**src/rtl/run_counter_pkg.sv**
```systemverilog
// Shared encodings for the run-length counter: FSM states and detection modes.
package run_counter_pkg;

   typedef enum logic [1:0] {
      ST_IDLE  = 2'd0,
      ST_RUN   = 2'd1,
      ST_MATCH = 2'd2
   } state_e;

   localparam logic [1:0] MODE_LEVEL    = 2'b00;
   localparam logic [1:0] MODE_PULSE    = 2'b01;
   localparam logic [1:0] MODE_PERIODIC = 2'b10;

endpackage

```
**src/rtl/sat_counter.sv**
```systemverilog
// Saturating up-counter with synchronous reset and soft clear.
module sat_counter #(
   parameter int W = 8
) (
   input  logic         clk,
   input  logic         reset,
   input  logic         clr,
   input  logic         inc,
   output logic [W-1:0] q
);

   logic [W-1:0] q_q, q_d;

   always_comb begin
      q_d = q_q;
      if (inc && (q_q != '1)) q_d = q_q + W'(1);
   end

   always_ff @(posedge clk) begin
      if (reset || clr) q_q <= '0;
      else              q_q <= q_d;
   end

   assign q = q_q;

endmodule

```
**src/rtl/run_length_counter.sv**
```systemverilog
// Consecutive-ones detector: tracks run length, flags threshold hits in
// LEVEL/PULSE/PERIODIC modes and keeps a saturating hit total.
module run_length_counter
   import run_counter_pkg::*;
#(
   parameter int WIDTH     = 8,
   parameter int EVT_WIDTH = 16
) (
   input  logic                 clk,
   input  logic                 reset,
   input  logic                 en,
   input  logic                 clear,
   input  logic                 input1,
   input  logic [WIDTH-1:0]     threshold,
   input  logic [1:0]           mode,
   output logic                 count,
   output logic [WIDTH-1:0]     run_len,
   output logic [EVT_WIDTH-1:0] event_count,
   output logic [1:0]           state
);

   state_e           state_q;
   logic             count_q;
   logic [WIDTH-1:0] phase_q, phase_d;
   logic [WIDTH-1:0] nrl, nph;
   logic             thr_nz, rl_sat, at_thr, lp_hit, ph_hit, hit;

   assign thr_nz = (threshold != '0);
   assign rl_sat = (run_len == '1);
   assign nrl    = rl_sat ? run_len : run_len + WIDTH'(1);
   assign nph    = phase_q + WIDTH'(1);
   assign at_thr = thr_nz && (nrl >= threshold);
   // A saturated run no longer advances, so it must not re-trigger equality.
   assign lp_hit = thr_nz && !rl_sat && (nrl == threshold);
   assign ph_hit = thr_nz && (nph == threshold);
   assign hit    = (mode == MODE_PERIODIC) ? ph_hit : lp_hit;
   assign phase_d = ph_hit ? '0 : nph;

   sat_counter #(.W(WIDTH)) u_run (
      .clk   (clk),
      .reset (reset),
      .clr   (clear | (en & ~input1)),
      .inc   (en & input1),
      .q     (run_len)
   );

   sat_counter #(.W(EVT_WIDTH)) u_evt (
      .clk   (clk),
      .reset (reset),
      .clr   (clear),
      .inc   (en & input1 & hit),
      .q     (event_count)
   );

   always_ff @(posedge clk) begin
      if (reset || clear) begin
         state_q <= ST_IDLE;
         count_q <= 1'b0;
         phase_q <= '0;
      end else if (en) begin
         if (!input1) begin
            state_q <= ST_IDLE;
            count_q <= 1'b0;
            phase_q <= '0;
         end else begin
            phase_q <= phase_d;
            state_q <= at_thr ? ST_MATCH : ST_RUN;
            case (mode)
               MODE_PULSE:    count_q <= lp_hit;
               MODE_PERIODIC: count_q <= ph_hit;
               default:       count_q <= at_thr;
            endcase
         end
      end else if (mode == MODE_PULSE || mode == MODE_PERIODIC) begin
         // Never stretch a pulse across a stalled sample.
         count_q <= 1'b0;
      end
   end

   assign count = count_q;
   assign state = state_q;

endmodule

```
**config.mk**
```make
export PLATFORM = sky130hd
export DESIGN_NAME = run_length_counter
export DESIGN_NICKNAME = d
export VERILOG_FILES = /design/src/rtl/run_counter_pkg.sv /design/src/rtl/sat_counter.sv /design/src/rtl/run_length_counter.sv
export SDC_FILE = /design/constraint.sdc
export NUM_CORES = 1
export LEC_CHECK = 0
export ABC_AREA = 1
export CAP_MARGIN = 20
export CORE_MARGIN = 10
export CORE_UTILIZATION = 45
export DETAILED_ROUTE_END_ITERATION = 8
export PLACE_DENSITY_LB_ADDON = 0.12
export SKIP_CTS_REPAIR_TIMING = 1
export SLEW_MARGIN = 5
export SYNTH_ARGS = -nofsm -noshare
export SYNTH_HDL_FRONTEND = slang
export SYNTH_SLANG_ARGS = --single-unit
```
**constraint.sdc**
```tcl
create_clock -name clk -period 2.34 [get_ports clk]
set_input_delay 0.234 -clock clk [delete_from_list [all_inputs] [get_ports clk]]
set_output_delay 0.234 -clock clk [all_outputs]
set_load 0.02 [all_outputs]
```
Word level (Yosys, flattened, before mapping) --
Index checks and enable logic that the tools add are counted.
Cells by class: add/subtract/negate cells 3, magnitude comparators 1, equal/unequal tests 7, multiplexer cells 10, bitwise gates (word level) 5, reduce and logical (&&, ||, !) cells 12
Operators with widths (count):
- $mux W8 | 3
- $add A16 B1 Y16 const B | 1
- $add A8 B1 Y8 const B | 2
- $eq A8 B8 Y1 | 2
- $ne A16 B16 Y1 const B | 1
- $eq A8 B8 Y1 const B | 1
- $ge A8 B8 Y1 | 1
- $ne A8 B8 Y1 const B | 1
- $reduce_bool A8 Y1 | 1
- $logic_and A1 B1 Y1 | 6
- $mux W1 | 4
- $mux W2 | 2
- $and A1 B1 Y1 | 3
- $logic_or A1 B1 Y1 | 3
- $eq A2 B1 Y1 const B | 1
- $eq A2 B2 Y1 const B | 1
- $pmux W1 S2 | 1
- $reduce_bool A2 Y1 | 1
- $logic_not A1 Y1 | 1
- $not A1 Y1 | 1
- $or A1 B1 Y1 | 1
Storage, ports and cells: register bits 35, bits of input ports 15, output and inout port bits 27

Longest topological paths before layout --
depth after elaboration 7, gate-level depth with buffers 18, depth with buffers taken out 17

Modules after synthesis --
A second synthesis with hierarchy kept.
Unflattened totals: cell total of the unflattened synthesis 431, area total of the unflattened synthesis 2663.8 µm²
By module, submodules not included:
- run_length_counter | instances 1, cells an instance 207, area each 1197.4 µm², seq. area each 220.2 µm²
- sat_counter at u_evt | instances 1, cells an instance 156, area each 1004.7 µm², seq. area each 320.3 µm²
- sat_counter at u_run | instances 1, cells an instance 68, area each 461.7 µm², seq. area each 160.2 µm²

Worst setup path before layout --
No wires, ideal clock.
path type reg2reg, start point reg u_run.q_q[0] (netlist: u_run.q[0]), end point reg u_evt.q_q[0] (netlist: u_evt.q[0]), setup time 0.070 ns, arrival time 2.664 ns, data required time 2.270 ns, slack -0.394 ns, stages on the path, launching flop included 19, cell sequence dfxtp_1 > ha_1 > and3_1 > nand4_2 > nor2_2 > inv_2 > nand2_1 > ha_1 > nand2_1 > nor2_1 > nand4_1 > nor2_1 > nand2_1 > nand2_1 > inv_1 > a21oi_4 > buf_6 > nand4_1 > a21oi_1
Between the ends: word-level cells in the longest chain between the ends 7
RTL lines:
- start: declaration | RTL line sat_counter.sv:12 | logic [W-1:0] q_q, q_d;
- start signal: assignment | RTL line sat_counter.sv:21 | else q_q <= q_d;
- $add A8 B1 Y8 / $eq A8 B8 Y1 (equally long branches) | RTL line run_length_counter.sv:30, run_length_counter.sv:29
- $mux W8 / $logic_not A1 Y1 (equally long branches) | RTL line run_length_counter.sv:30, run_length_counter.sv:34
- $eq A8 B8 Y1 / $logic_and A1 B1 Y1 (equally long branches) | RTL line run_length_counter.sv:34 | assign lp_hit = thr_nz && !rl_sat && (nrl == threshold);
- $logic_and A1 B1 Y1 * | RTL line run_length_counter.sv:34
- $mux W1 * | RTL line run_length_counter.sv:36 | assign hit = (mode == MODE_PERIODIC) ? ph_hit : lp_hit;
- $and A1 B1 Y1 * | RTL line run_length_counter.sv:51 | .inc (en & input1 & hit),
- $logic_and A1 B1 Y1 * | RTL line sat_counter.sv:16 | if (inc && (q_q != '1)) q_d = q_q + W'(1);
- end signal: assignment | RTL line sat_counter.sv:21
- end: declaration | RTL line sat_counter.sv:12
Mark *: on every way between the ends. The rest lies on a longest branch, timed or not. A chain may end at the register's enable or synchronous reset.

Worst setup path after layout --
start point reg u_run.q_q[0] (netlist: u_run.q[0]), end point reg state_q[1] (netlist: state[1])
Between the ends: word-level cells in the longest chain between the ends 6
RTL lines:
- $add A8 B1 Y8 / $eq A8 B8 Y1 (equally long branches) | RTL line run_length_counter.sv:30, run_length_counter.sv:29
- $mux W8 * | RTL line run_length_counter.sv:30 | assign nrl = rl_sat ? run_len : run_len + WIDTH'(1);
- $ge A8 B8 Y1 * | RTL line run_length_counter.sv:32 | assign at_thr = thr_nz && (nrl >= threshold);
- $logic_and A1 B1 Y1 * | RTL line run_length_counter.sv:32
- $mux W2 * | RTL line run_length_counter.sv:67 | state_q <= at_thr ? ST_MATCH : ST_RUN;
- $mux W2 * | RTL line run_length_counter.sv:61 | if (!input1) begin
- end signal: assignment | RTL line run_length_counter.sv:67
- end: declaration | RTL line run_length_counter.sv:22 | state_e state_q;
Marked as above.

==> out/metrics.cfg <==
[global_route]
grt_pass1_vias = 2514
grt-ovfl-total = 0
use_met1 = 0.212
met3_usage = 0.0523
gr-usage-met2 = 0.246
track_usage = 0.161
grt_max_degree = 27
antenna_found_initial = 0
grt_pass1_wl_um = 11800
top_usage_layer = met2

[cts]
cts.sinks = 35
clockRootBuffer = clkbuf_8
clockBufferDepth = 2
htreeDepth = 2
cts_tree = built
cts_buffers = 5
cts.clk_slew.worst_paths_ns = 0.08
insertion_delay_ns = 0.29

[setup_path]
critPathTopFamily = simple AND/OR/NAND/NOR gates
critPathMaxFanout = 4
r2r-end = state[1]$_SDFFE_PP0P_
crit_arrival_ns = 2.87
crit_path_start_kind = register
critPathBufInv = 2
crit_type = reg -> reg
reg2reg_from = u_run.q[0]$_SDFFE_PP0P_
crit_slowest_cell = dfxtp_4
cp.required_ns = 2.57
end_kind = register
crit_path_cell_trace = nand3_2 -> nand3b_1 -> nand3b_1 -> xor2_2 -> nand2_2 -> ha_4 -> nand2_4 -> buf_4 -> buf_4 -> o21a_1 -> a31o_2 -> or2_2 -> a21oi_1
rrSetupSlack_ns = -0.30
reg2reg_depth = 13
cpPeakStageDelay_ns = 0.37

[route]
wirelength_um = 6880
via_per_inst = 5.08
dr.first_iter.drc_count = 116
vias = 2610
drc = 0
wl_per_cell_um = 13.4
firstDrtPassIters = 4
ant_nets = 0

[power_and_ir_drop]
pwr-share-comb = 0.143
seq_power_share = 0.463
p_switching_uw = 344
p_leak_uw = 0.00139
p_int_uw = 957
power_uw = 1300
netSwitchingFraction = 0.265
clkPwrFrac = 0.394
power_density_nw_per_um2 = 378
ir_worst_vdd_mv = 0.217

[sta]
hold_violations = 0
post-route-period-util = 1.13
timing.final.crit_period_ns = 2.64
worst_pin_slew_ns = 0.498
clock.fmax_ghz = 0.379
drv_slew = 0
rsz0062_at_grt = yes
clock-skew-final_ns = 0.00753
finalSetupViolCount = 19
max-slew-margin-rel = 0.666
finalWorstSetupSlack_ns = -0.298
whs_ns = 0.471

[yosys]
yosysWarnings = 0
synth_area_leaders = dfxtp_1, nand2_1, a21oi_1
syn_area_um2 = 2490
synth-seq-area-share = 0.282
ys_ff_latch = 35
post_synth_num_cell_types = 31
yosys.area.top_type = dfxtp_1
syn_area_per_cell_um2 = 6.85
syn_nets = 391
synth_top_area_frac = 0.282
synthCells = 363

[floorplan]
chipWidth_um = 94.3
core_um2 = 5440
fp.dieH_um = 94.3
rows = 27
initial_core_util = 0.457
ios = 42
fp.dieArea_um2 = 8900

[placement]
post-dp-hpwl_um = 5270
gp_congestion = 0.855
dpl_cell_area_um2 = 3250
port_buffers = 41

[final_layout]
fin_area_um2 = 3440
nets = 469
layout-drive-gt1-share = 0.213
final_core_util = 0.633
area_growth_pct = 38.4
antenna_cells = 0

[min_path]
hold_end = state[0]$_SDFFE_PP0P_
min_from = state[0]$_SDFFE_PP0P_
hp-class = reg -> reg
min_path_cells = 2

[job]
maxCapViolCount = 0

[run_status]
status = finished with violations
violations = setup timing

==> worst reg2reg max path, cell delays in order (launching register included) <==
cell	delay (ns)
dfxtp_4	0.37
nand3_2	0.08
nand3b_1	0.18
nand3b_1	0.21
xor2_2	0.21
nand2_2	0.10
ha_4	0.29
nand2_4	0.06
buf_4	0.13
buf_4	0.12
o21a_1	0.18
a31o_2	0.27
or2_2	0.28
a21oi_1	0.11
==> synthesized netlist by cell type <==
cell type / instances
nor2_1: 20
buf_4: 2
nand3_2: 6
nor3_1: 5
xnor2_1: 6
nand2_1: 93
clkinv_1: 1
nand3_1: 24
o21a_1: 1
inv_1: 39
inv_2: 2
a31o_2: 1
a21oi_1: 39
ha_1: 13
nand4_2: 3
dfxtp_1: 35
xor2_1: 15
clkbuf_1: 3
and3_1: 1
buf_2: 2
nor2_4: 4
nor4_1: 1
or2_2: 3
nand4_1: 19
nor2_2: 4
buf_6: 1
a21oi_4: 1
nand2_2: 6
nand3_4: 1
o21ai_0: 10
nand3b_1: 2
==> power by group through the flow <==
stage                     sequential [uW]  combinational, uW  clock (uW)
after floorplan                       621               83.3           0
after global placement                616                168           0
after detailed placement              616                170           0
after CTS                             602                171         525
after global routing                  603                204         550
final                                 602                186         513
==> per-layer routing <==
layer	vias up	share of wire
met3	8	0.072
met2	57	0.44
met1	1188	0.47
met5	-	0
met4	0	0.012
li1	1357	-
==> registers in the layout (all words and copies together) (netlist names) <==
| name | count |
|---|---|
| u_evt.q | 16 |
| state | 2 |
| count | 1 |
| phase_q | 8 |
| u_run.q | 8 |
==> final cells by class <==
cell class / instances / area (um2)
fillers: 507 / 2000
inverters: 42 / 158
clock inverters: 2 / 13.8
flip-flops and latches: 35 / 713
repair buffers: 79 / 716
multi-input cells: 278 / 1660
clock buffers: 6 / 93.8
well taps: 72 / 90.1
==> how the worst max path moves through the flow <==
stage                                  from                       end  slack, ns  cells past startpoint
CTS                 u_run.q[1]$_SDFFE_PP0P_   u_evt.q[9]$_SDFFE_PP0P_      -0.37                     17
global placement    u_run.q[1]$_SDFFE_PP0P_   u_evt.q[3]$_SDFFE_PP0P_      -0.29                     17
floorplan           u_run.q[2]$_SDFFE_PP0P_   u_evt.q[0]$_SDFFE_PP0P_      -0.19                     17
finish              u_run.q[0]$_SDFFE_PP0P_     state[1]$_SDFFE_PP0P_      -0.30                     13
global route        u_run.q[0]$_SDFFE_PP0P_  u_evt.q[14]$_SDFFE_PP0P_      -0.52                     17
detailed placement  u_run.q[1]$_SDFFE_PP0P_   u_evt.q[9]$_SDFFE_PP0P_      -0.32                     17
==> cell families after synthesis <==
| group | Yosys count | share of synthesized area |
|---|---|---|
| adder cells (fa/ha/maj) | 13 | 0.0654 |
| buffers and inverters | 50 | 0.0825 |
| flip-flops | 35 | 0.282 |
| AND/OR/NAND/NOR | 192 | 0.385 |
| XOR/XNOR | 21 | 0.0739 |
| AO/OA/AOI/OAI | 52 | 0.112 |
==> cell usage in the layout (no fill, tap or decap), types with 2 or more instances in the layout <==
master           Yosys  final
clkbuf_8             0      5
nand4_1             19     19
nand2_2              6      8
nor2_2               4      4
dfxtp_1             35     31
xor2_1              15     14
nand2_1             93     90
nand4_2              3      2
xnor2_1              6      6
inv_1               39     38
nand3b_1             2      2
nand3_2              6      7
clkdlybuf4s50_1      0     41
o21ai_0             10      9
nor3_1               5      5
or2_2                3      3
buf_4                2     35
dfxtp_4              0      3
a21oi_1             39     37
inv_2                2      3
buf_6                1      2
nor2_4               4      6
a21oi_2              0      2
nand3_1             24     23
nor2_1              20     18
ha_1                13     11
==> per-stage QoR <==
step,TNS [ns],instances,worst slack [ns]
floorplan,-2.42,363,-0.192
global placement,-4.74,502,-0.292
detailed placement,-5.05,502,-0.317
CTS,-5.91,510,-0.366
global route,-8.52,514,-0.517
finish,-5.09,514,-0.298
Power figures use the tool's default switching activity.
